[config.mk]
export PLATFORM = sky130hd
export DESIGN_NAME = mod_m_counter_prog
export DESIGN_NICKNAME = d
export VERILOG_FILES = /design/src/rtl/dsp_cnt_pkg.sv /design/src/rtl/term_shadow_reg.sv /design/src/rtl/mod_m_counter_prog.sv
export SDC_FILE = /design/constraint.sdc
export NUM_CORES = 1
export LEC_CHECK = 0
export ABC_CLOCK_PERIOD_IN_PS = 3400
export CAP_MARGIN = 20
export CORE_UTILIZATION = 40
export CTS_BUF_LIST = sky130_fd_sc_hd__clkbuf_4
export DETAILED_ROUTE_END_ITERATION = 12
export HOLD_SLACK_MARGIN = 0.05
export PLACE_DENSITY = 0.72
export SLEW_MARGIN = 0
export SYNTH_ARGS = -nofsm -noshare
export SYNTH_HDL_FRONTEND = slang
export SYNTH_SLANG_ARGS = --single-unit
export TNS_END_PERCENT = 30
[constraint.sdc]
create_clock -name clk -period 3.4 [get_ports clk]
set_input_delay 0.34 -clock clk [delete_from_list [all_inputs] [get_ports clk]]
set_output_delay 0.34 -clock clk [all_outputs]
set_load 0.01 [all_outputs]
[src/rtl/dsp_cnt_pkg.sv]
// Shared constants and helpers for the programmable DSP-path counters.
package dsp_cnt_pkg;

    localparam logic MODE_WRAP    = 1'b0;
    localparam logic MODE_ONESHOT = 1'b1;
    localparam logic DIR_UP       = 1'b0;
    localparam logic DIR_DN       = 1'b1;

    // Counter width for a given modulus: $clog2, never narrower than one bit.
    function automatic int cnt_width(input int m);
        return (m <= 2) ? 1 : $clog2(m);
    endfunction

endpackage

[src/rtl/term_shadow_reg.sv]
// Double-buffered terminal value: a clamped shadow register plus a pending
// flag, copied into the active terminal value whenever the counter asserts apply.
module term_shadow_reg
    import dsp_cnt_pkg::*;
#(
    parameter int   M_MAX     = 1024,
    parameter int   M_DEFAULT = 32,
    localparam int  W         = cnt_width(M_MAX)
) (
    input  logic         clk,
    input  logic         rst_n,
    input  logic         term_wr,
    input  logic [W-1:0] term_in,
    input  logic         apply,
    output logic [W-1:0] term_q,
    output logic [W-1:0] shadow_q,
    output logic         pend
);

    localparam logic [W-1:0] TERM_LIM = W'(M_MAX - 1);
    localparam logic [W-1:0] TERM_DEF = W'(M_DEFAULT - 1);

    logic [W-1:0] term_clamped;

    assign term_clamped = (term_in > TERM_LIM) ? TERM_LIM : term_in;

    // NOTE: sequential state uses non-blocking assignments only, so every
    // register samples the values that held before the clock edge.
    always_ff @(posedge clk or negedge rst_n) begin
        if (!rst_n) begin
            term_q   <= TERM_DEF;
            shadow_q <= TERM_DEF;
            pend     <= 1'b0;
        end else begin
            // apply copies the shadow as it stood before this cycle's write,
            // so a write landing on a wrap stays pending for the next one.
            if (apply)
                term_q <= shadow_q;
            if (term_wr) begin
                shadow_q <= term_clamped;
                pend     <= 1'b1;
            end else if (apply) begin
                pend <= 1'b0;
            end
        end
    end

endmodule

[src/rtl/mod_m_counter_prog.sv]
// Runtime-programmable modulo counter: up/down, wrap or one-shot, with
// synchronous clear/preload and a double-buffered terminal value.
module mod_m_counter_prog
    import dsp_cnt_pkg::*;
#(
    parameter int   M_MAX     = 1024,
    parameter int   M_DEFAULT = 32,
    localparam int  W         = cnt_width(M_MAX)
) (
    input  logic         clk,
    input  logic         rst_n,
    input  logic         clr,
    input  logic         run,
    input  logic         dir,
    input  logic         mode,
    input  logic         term_wr,
    input  logic [W-1:0] term_in,
    input  logic         load,
    input  logic [W-1:0] load_val,
    output logic [W-1:0] q,
    output logic         max,
    output logic         done,
    output logic [W-1:0] term_q,
    output logic         pend
);

    logic [W-1:0] shadow_q;
    logic [W-1:0] start_val;
    logic [W-1:0] load_clamped;
    logic         at_term;
    logic         wrap;
    logic         apply;

    term_shadow_reg #(
        .M_MAX     (M_MAX),
        .M_DEFAULT (M_DEFAULT)
    ) u_term (
        .clk      (clk),
        .rst_n    (rst_n),
        .term_wr  (term_wr),
        .term_in  (term_in),
        .apply    (apply),
        .term_q   (term_q),
        .shadow_q (shadow_q),
        .pend     (pend)
    );

    // NOTE: every signal written here is assigned on every path, so no latch
    // can be inferred.
    always_comb begin
        // Counting up, anything at or beyond term_q is treated as terminal.
        at_term      = (dir == DIR_DN) ? (q == '0) : (q >= term_q);
        wrap         = run & at_term & ~done & ~clr & ~load;
        apply        = clr | wrap | done | ~run;
        // Only used on clr or wrap, where apply is high and the shadow
        // becomes the new term_q (it equals term_q when nothing is pending).
        start_val    = (dir == DIR_DN) ? shadow_q : '0;
        load_clamped = (load_val > term_q) ? term_q : load_val;
    end

    assign max = wrap & rst_n;

    always_ff @(posedge clk or negedge rst_n) begin
        if (!rst_n) begin
            q    <= '0;
            done <= 1'b0;
        end else if (clr) begin
            q    <= start_val;
            done <= 1'b0;
        end else if (load) begin
            q    <= load_clamped;
            done <= 1'b0;
        end else if (wrap) begin
            if (mode == MODE_ONESHOT)
                done <= 1'b1;
            else
                q <= start_val;
        end else if (run && !done) begin
            q <= (dir == DIR_DN) ? q - W'(1) : q + W'(1);
        end
    end

endmodule

==> impl_metrics.env, run 1 <==
export IMPL_cpLargestDelayFamily="buffers and inverters"
export IMPL_post_cts_resize_count=0
export IMPL_slew_headroom_pct=54.3
export IMPL_detailroute_via_count=2250
export IMPL_p_leak_nw=1.35
export IMPL_start_util_pct=41.9
export IMPL_r2r_setup_slack_ns=0.56
export IMPL_synth_edff_count=0
export IMPL_r2r_start="q[0]$_DFFE_PN0P_"
export IMPL_clock_skew_ns=0.00605
export IMPL_ant_nets=0
export IMPL_slowest_delay_ns=0.49
export IMPL_tightest_slew_ns=0.685
export IMPL_mappedNetlistNets=321
export IMPL_critPathArrivalTime_ns=2.76
export IMPL_grt_setup_unrepaired="no"
export IMPL_power_frac_comb_pct=43.6
export IMPL_antenna_diode_count=0
export IMPL_synth_yosys_warnings=0
export IMPL_grt_util_all_layers_pct=22.2
export IMPL_first_global_vias=2243
export IMPL_ctsRootBufferMaster="clkbuf_4"
export IMPL_detail_route_first_pass_iterations=4
export IMPL_placed_cells=382
export IMPL_clkPwrFrac_pct=19.9
export IMPL_critical_path_required_ns=3.06
export IMPL_die_width_um=81.3
export IMPL_share_seq_of_total_power_pct=36.5
export IMPL_timing_critical_path_from_type="flop"
export IMPL_max_freq_mhz=323
export IMPL_worst_ir_drop_vdd_mv=0.260
export IMPL_detailed_placer_s_ending_hpwl_mm=5.12
export IMPL_placementRows=28
export IMPL_yosys_most_used_dff="dfrtp_1"
export IMPL_fin_setup_tns_ns=0
export IMPL_syn_cell_area_um2=2510
export IMPL_synth_yosys_seq_area_share_pct=32.4
export IMPL_syn_inst=264
export IMPL_cp_slowest_cell="dfrtp_1"
export IMPL_worst_skew_pair_late_latency_ns=0.34
export IMPL_crit_path_cell_trace="inv_1 > ha_1 > nand2b_4 > a21oi_2 > nor3_1 > o31a_4 > and2_1 > clkdlybuf4s50_1"
export IMPL_placeableCoreArea_um2=5990
export IMPL_max_cap_violations=0
export IMPL_synth_seq_cells=32
export IMPL_power_per_cell_area_nw_per_um2=456
export IMPL_cts_tree="done"
export IMPL_post_route_period_util_pct=91.1
export IMPL_path_clk_slew_ns=0.10
export IMPL_reg2reg_depth=8
export IMPL_routedWlPerCell_um=17.0
export IMPL_finalSetupViolations=0
export IMPL_layout_common_cells="50 x clkdlybuf4s50_1, 28 x ha_1, 22 x dfrtp_1, 17 x a21oi_1, 17 x nand2_1"
export IMPL_postCtsSetupBuffers=0
export IMPL_remaining_drc_errors=0
export IMPL_routabilityCongestion=0.848
export IMPL_drive_gt1_share_pct=13.3
export IMPL_critPathMaxFanout=25
export IMPL_fp_dieH_um=81.3
export IMPL_filler_cells_inserted=544
export IMPL_grt_start_max_net_pins=33
export IMPL_synthDistinctLibCells=55
export IMPL_sw_frac_of_total_pct=36.4
export IMPL_ctsLongestPathBuffers=2
export IMPL_endpoint_kind="output pin"
export IMPL_syn_mean_instance_area_um2=9.52
export IMPL_final_stage_net_count=371
export IMPL_hold_violations=0
export IMPL_fin_crit_ns=3.10
export IMPL_r2r_end="u_term.term_q[0]$_DFFE_PN1P_"
export IMPL_antenna_found_initial=0
export IMPL_tritoncts_num_sinks=32
export IMPL_critPathKind="flop to output pin"
export IMPL_finalNonFillerCells=390
export IMPL_critical_path_n_buffers_inverters=2
export IMPL_fp_dieArea_um2=6600
export IMPL_grt_overflow_total=0
export IMPL_place_port_buffers=50
export IMPL_layout_cells_most_common="clkdlybuf4s50_1"
export IMPL_worst_hold_path_type="input pin to async pin"
export IMPL_ios=51
export IMPL_outcome="finished clean"
export IMPL_route_final_wire_length_mm=6.65
export IMPL_power_switching_mw=0.524
export IMPL_cp_depth=8
export IMPL_slew_violations=0
export IMPL_internal_power_mw=0.916
export IMPL_grt_pass1_wl_mm=11.0
export IMPL_htree_levels=2
export IMPL_power_mw=1.44
export IMPL_asyncSetResetFlopFracSynth_pct=100
export IMPL_routed_via_density=5.77
export IMPL_drt_iter0_drc=149
export IMPL_tritoncts_num_buffers=5
export IMPL_cts_hold_buffers_added=0
export IMPL_syn2layout_area_growth_pct=25.6
==> cell families after synthesis <==
logic type,after synthesis,share of synthesized area (%)
AOI/OAI and AO/OA,79,21.7
xor gates and xnor gates,9,3.14
adders and majority gates,29,14.7
buffers and inverters,29,5.08
DFF,32,32.4
muxes,21,9.26
and+or+nand+nor,65,13.7
==> stage by stage <==
| stage | area, µm² | utilization (%) | setup WS [ns] | hold slack (ns) |
|---|---|---|---|---|
| after floorplan | 2510 | - | 1.06 | 0.0444 |
| after global placement | 3080 | 51.4 | 0.552 | 0.489 |
| after detailed placement | 3080 | 51.4 | 0.465 | 0.495 |
| after CTS | 3160 | 52.7 | 0.286 | 0.513 |
| after global routing | 3160 | 52.7 | 0.176 | 0.537 |
| final | 3160 | 52.7 | 0.302 | 0.504 |
==> worst register-to-register path, cell delays in order, from the launching register on <==
cell and delay (ns):
dfrtp_1 0.49, inv_1 0.13, ha_1 0.31, nand2b_4 0.14, a21oi_2 0.14, nor3_1 0.07
o31a_4 0.46, or3_1 0.64, mux2_4 0.41
==> how the worst max path moves through the flow <==
stage / start / to
finish: q[0]$_DFFE_PN0P_ / max
floorplan: q[0]$_DFFE_PN0P_ / u_term.term_q[0]$_DFFE_PN1P_
CTS: q[0]$_DFFE_PN0P_ / max
global route: q[0]$_DFFE_PN0P_ / max
detailed placement: dir / q[9]$_DFFE_PN0P_
global placement: dir / q[9]$_DFFE_PN0P_
==> area by class of cell <==
| cell class | instances | area, µm² | share of cell area [%] |
|---|---|---|---|
| tap | 75 | 93.8 | 2.97 |
| clock buffer | 5 | 37.5 | 1.19 |
| sequential | 32 | 813 | 25.8 |
| inverter | 17 | 63.8 | 2.02 |
| multi-input combinational | 203 | 1570 | 49.8 |
| timing repair buffer | 55 | 538 | 17.0 |
| clock inverter | 3 | 37.5 | 1.19 |
==> Yosys cell counts, types with 5 or more instances <==
cell	instances	share of area, %
nand3_1	6	1.2
o21ai_0	6	1.2
dfrtp_1	22	22
a31oi_1	8	2.0
mux2_2	10	4.5
a32oi_1	5	1.7
ha_1	28	14
or3_1	5	1.2
a21o_1	5	1.5
mux2i_1	6	2.4
inv_1	16	2.4
nand2_1	17	2.5
a21oi_1	17	3.4
dfstp_2	10	10
xnor2_1	6	2.1
nor2_1	15	2.2
o21ai_1	13	2.6
clkbuf_1	6	0.90
o211ai_1	5	1.5
==> power by group through the flow <==
stage | clock (mW) | sequential (mW) | combinational [mW]
2_1_floorplan | 0 | 0.522 | 0.395
3_3_place_gp | 0 | 0.531 | 0.612
3_5_place_dp | 0 | 0.530 | 0.626
4_1_cts | 0.288 | 0.524 | 0.631
5_1_grt | 0.307 | 0.534 | 0.699
6_report | 0.286 | 0.526 | 0.627
==> routing by layer <==
metal / wire length (µm) / up-vias / share of wire (%) / GRT usage (%)
met5: 0 / - / 0 / 0
met4: 171 / 0 / 2.6 / 7.32
met3: 504 / 18 / 7.6 / 4.61
met2: 3160 / 93 / 48 / 37.4
met1: 2810 / 1055 / 42 / 28.2
li1: - / 1084 / - / -
==> registers in the layout (all words and copies together), names as in the netlist <==
| register | count |
|---|---|
| q | 10 |
| u_term.shadow_q | 10 |
| u_term.term_q | 10 |
| done | 1 |
| u_term.pend | 1 |
Power figures use the tool's default switching activity.
==> run 2: changes to the inputs <==
CORE_MARGIN = 3   (was default)
PLACE_DENSITY = 0.65   (was 0.72)
==> impl_metrics.env, run 2 (same netlist as run 1, synthesis figures left out) <==
export IMPL_outcome="finished clean"
export IMPL_share_seq_of_total_power_pct=38.5
export IMPL_post_cts_resize_count=0
export IMPL_grt_start_max_net_pins=33
export IMPL_critical_path_required_ns=3.06
export IMPL_tightest_slew_ns=0.654
export IMPL_power_frac_comb_pct=45.9
export IMPL_clock_skew_ns=0.0101
export IMPL_layout_cells_most_common="clkdlybuf4s50_1"
export IMPL_timing_critical_path_from_type="flop"
export IMPL_regs_by_ff_count="q x10, u_term.shadow_q x10, u_term.term_q x10"
export IMPL_p_leak_nw=1.34
export IMPL_cts_hold_buffers_added=0
export IMPL_routed_via_density=5.63
export IMPL_power_per_cell_area_nw_per_um2=431
export IMPL_path_clk_slew_ns=0.11
export IMPL_grt_util_all_layers_pct=18.9
export IMPL_multi_input_area_um2=1570
export IMPL_ios=51
export IMPL_grt_pass1_wl_mm=11.0
export IMPL_layout_common_cells="50 x clkdlybuf4s50_1, 28 x ha_1, 22 x dfrtp_1, 17 x a21oi_1, 17 x nand2_1"
export IMPL_slew_headroom_pct=56.4
export IMPL_detailed_placer_s_ending_hpwl_mm=5.10
export IMPL_place_port_buffers=50
export IMPL_r2r_end="u_term.term_q[0]$_DFFE_PN1P_"
export IMPL_critPathArrivalTime_ns=2.69
export IMPL_slew_violations=0
export IMPL_route_final_wire_length_mm=6.54
export IMPL_die_width_um=85.3
export IMPL_detailroute_via_count=2195
export IMPL_sw_frac_of_total_pct=37.7
export IMPL_fp_dieArea_um2=7270
export IMPL_filler_cells_inserted=573
export IMPL_reg2reg_depth=8
export IMPL_worst_skew_pair_late_latency_ns=0.33
export IMPL_htree_levels=2
export IMPL_final_stage_net_count=371
export IMPL_cts_tree="done"
export IMPL_ant_nets=0
export IMPL_finalInstanceArea_um2=3130
export IMPL_hold_violations=0
export IMPL_max_freq_mhz=329
export IMPL_routedWlPerCell_um=16.8
export IMPL_worst_hold_path_type="input pin to async pin"
export IMPL_post_route_period_util_pct=89.3
export IMPL_finalSetupViolations=0
export IMPL_syn2layout_area_growth_pct=24.7
export IMPL_power_switching_mw=0.509
export IMPL_endpoint_kind="output pin"
export IMPL_antenna_found_initial=0
export IMPL_preCtsSetupSlack_ns=0.542
export IMPL_ctsLongestPathBuffers=2
export IMPL_r2r_start="q[0]$_DFFE_PN0P_"
export IMPL_critPathKind="flop to output pin"
export IMPL_seqCellArea_um2=813
export IMPL_fin_crit_ns=3.03
export IMPL_first_global_vias=2208
export IMPL_max_cap_violations=0
export IMPL_tritoncts_num_buffers=5
export IMPL_start_util_pct=41.9
export IMPL_drive_gt1_share_pct=13.7
export IMPL_grt_overflow_total=0
export IMPL_postCtsSetupBuffers=0
export IMPL_critPathMaxFanout=25
export IMPL_remaining_drc_errors=0
export IMPL_detail_route_first_pass_iterations=4
export IMPL_fp_dieH_um=85.3
export IMPL_dpl_instance_area_um2=3080
export IMPL_placeableCoreArea_um2=5990
export IMPL_routabilityCongestion=0.758
export IMPL_tritoncts_num_sinks=32
export IMPL_placementRows=28
export IMPL_r2r_setup_slack_ns=0.66
export IMPL_fin_ws_ns=0.365
export IMPL_fin_setup_tns_ns=0
export IMPL_internal_power_mw=0.841
export IMPL_fin_hold_ws_ns=0.470
export IMPL_antenna_diode_count=0
export IMPL_clkPwrFrac_pct=15.6
export IMPL_worst_ir_drop_vdd_mv=0.302
export IMPL_drt_iter0_drc=130
export IMPL_ctsRootBufferMaster="clkbuf_4"
export IMPL_grt_setup_unrepaired="no"
export IMPL_finalCoreUtilization_pct=52.3
## run 2: changes by cell type in the layout (fill, tap and decap cells not counted), sizes merged
cell | previous run | this run
bufinv | 1 | 0
clkinv | 2 | 3
## run 2: final cells by class
cell class | count | share of cell area [%]
clock inverter | 3 | 0.439
timing repair buffer | 55 | 17.2
sequential | 32 | 26.0
multi-input combinational | 203 | 50.2
tap | 75 | 3.00
clock buffer | 5 | 1.20
inverter | 17 | 2.04
## run 2: stage by stage
step                instances  power, mW
floorplan                 264      0.916
detailed placement        382       1.15
global placement          382       1.14
global route              390       1.46
CTS                       390       1.37
finish                    390       1.35
## run 2: worst max path at each step
| stage | from | depth (start not counted) | to |
|---|---|---|---|
| floorplan | q[0]$_DFFE_PN0P_ | 9 | u_term.term_q[0]$_DFFE_PN1P_ |
| global placement | dir | 7 | max |
| detailed placement | load_val[8] | 8 | q[1]$_DFFE_PN0P_ |
| CTS | u_term.term_q[3]$_DFFE_PN1P_ | 8 | max |
| global route | u_term.term_q[3]$_DFFE_PN1P_ | 8 | max |
| finish | q[0]$_DFFE_PN0P_ | 8 | max |
## run 2: power by group through the flow
stage / registers (mW) / logic [mW] / clock network (mW)
2_1_floorplan: 0.522 / 0.395 / 0
3_3_place_gp: 0.527 / 0.615 / 0
3_5_place_dp: 0.528 / 0.624 / 0
4_1_cts: 0.521 / 0.627 / 0.216
5_1_grt: 0.531 / 0.694 / 0.234
6_report: 0.520 / 0.620 / 0.210
## run 2: critical path, cell delays in order, from the launching register on
cell,delay [ns]
dfrtp_1,0.46
inv_1,0.11
ha_1,0.30
nand2b_4,0.14
a21oi_2,0.12
nor3_1,0.06
o31a_4,0.46
and2_1,0.22
clkdlybuf4s50_1,0.48
## run 2: routing by layer
layer	up-vias	GRT usage [%]	wire, µm
met4	0	3.17	42
met3	6	3.88	389
met1	1049	24.9	2910
li1	1084	-	-
met5	-	0	0
met2	56	32.3	3190
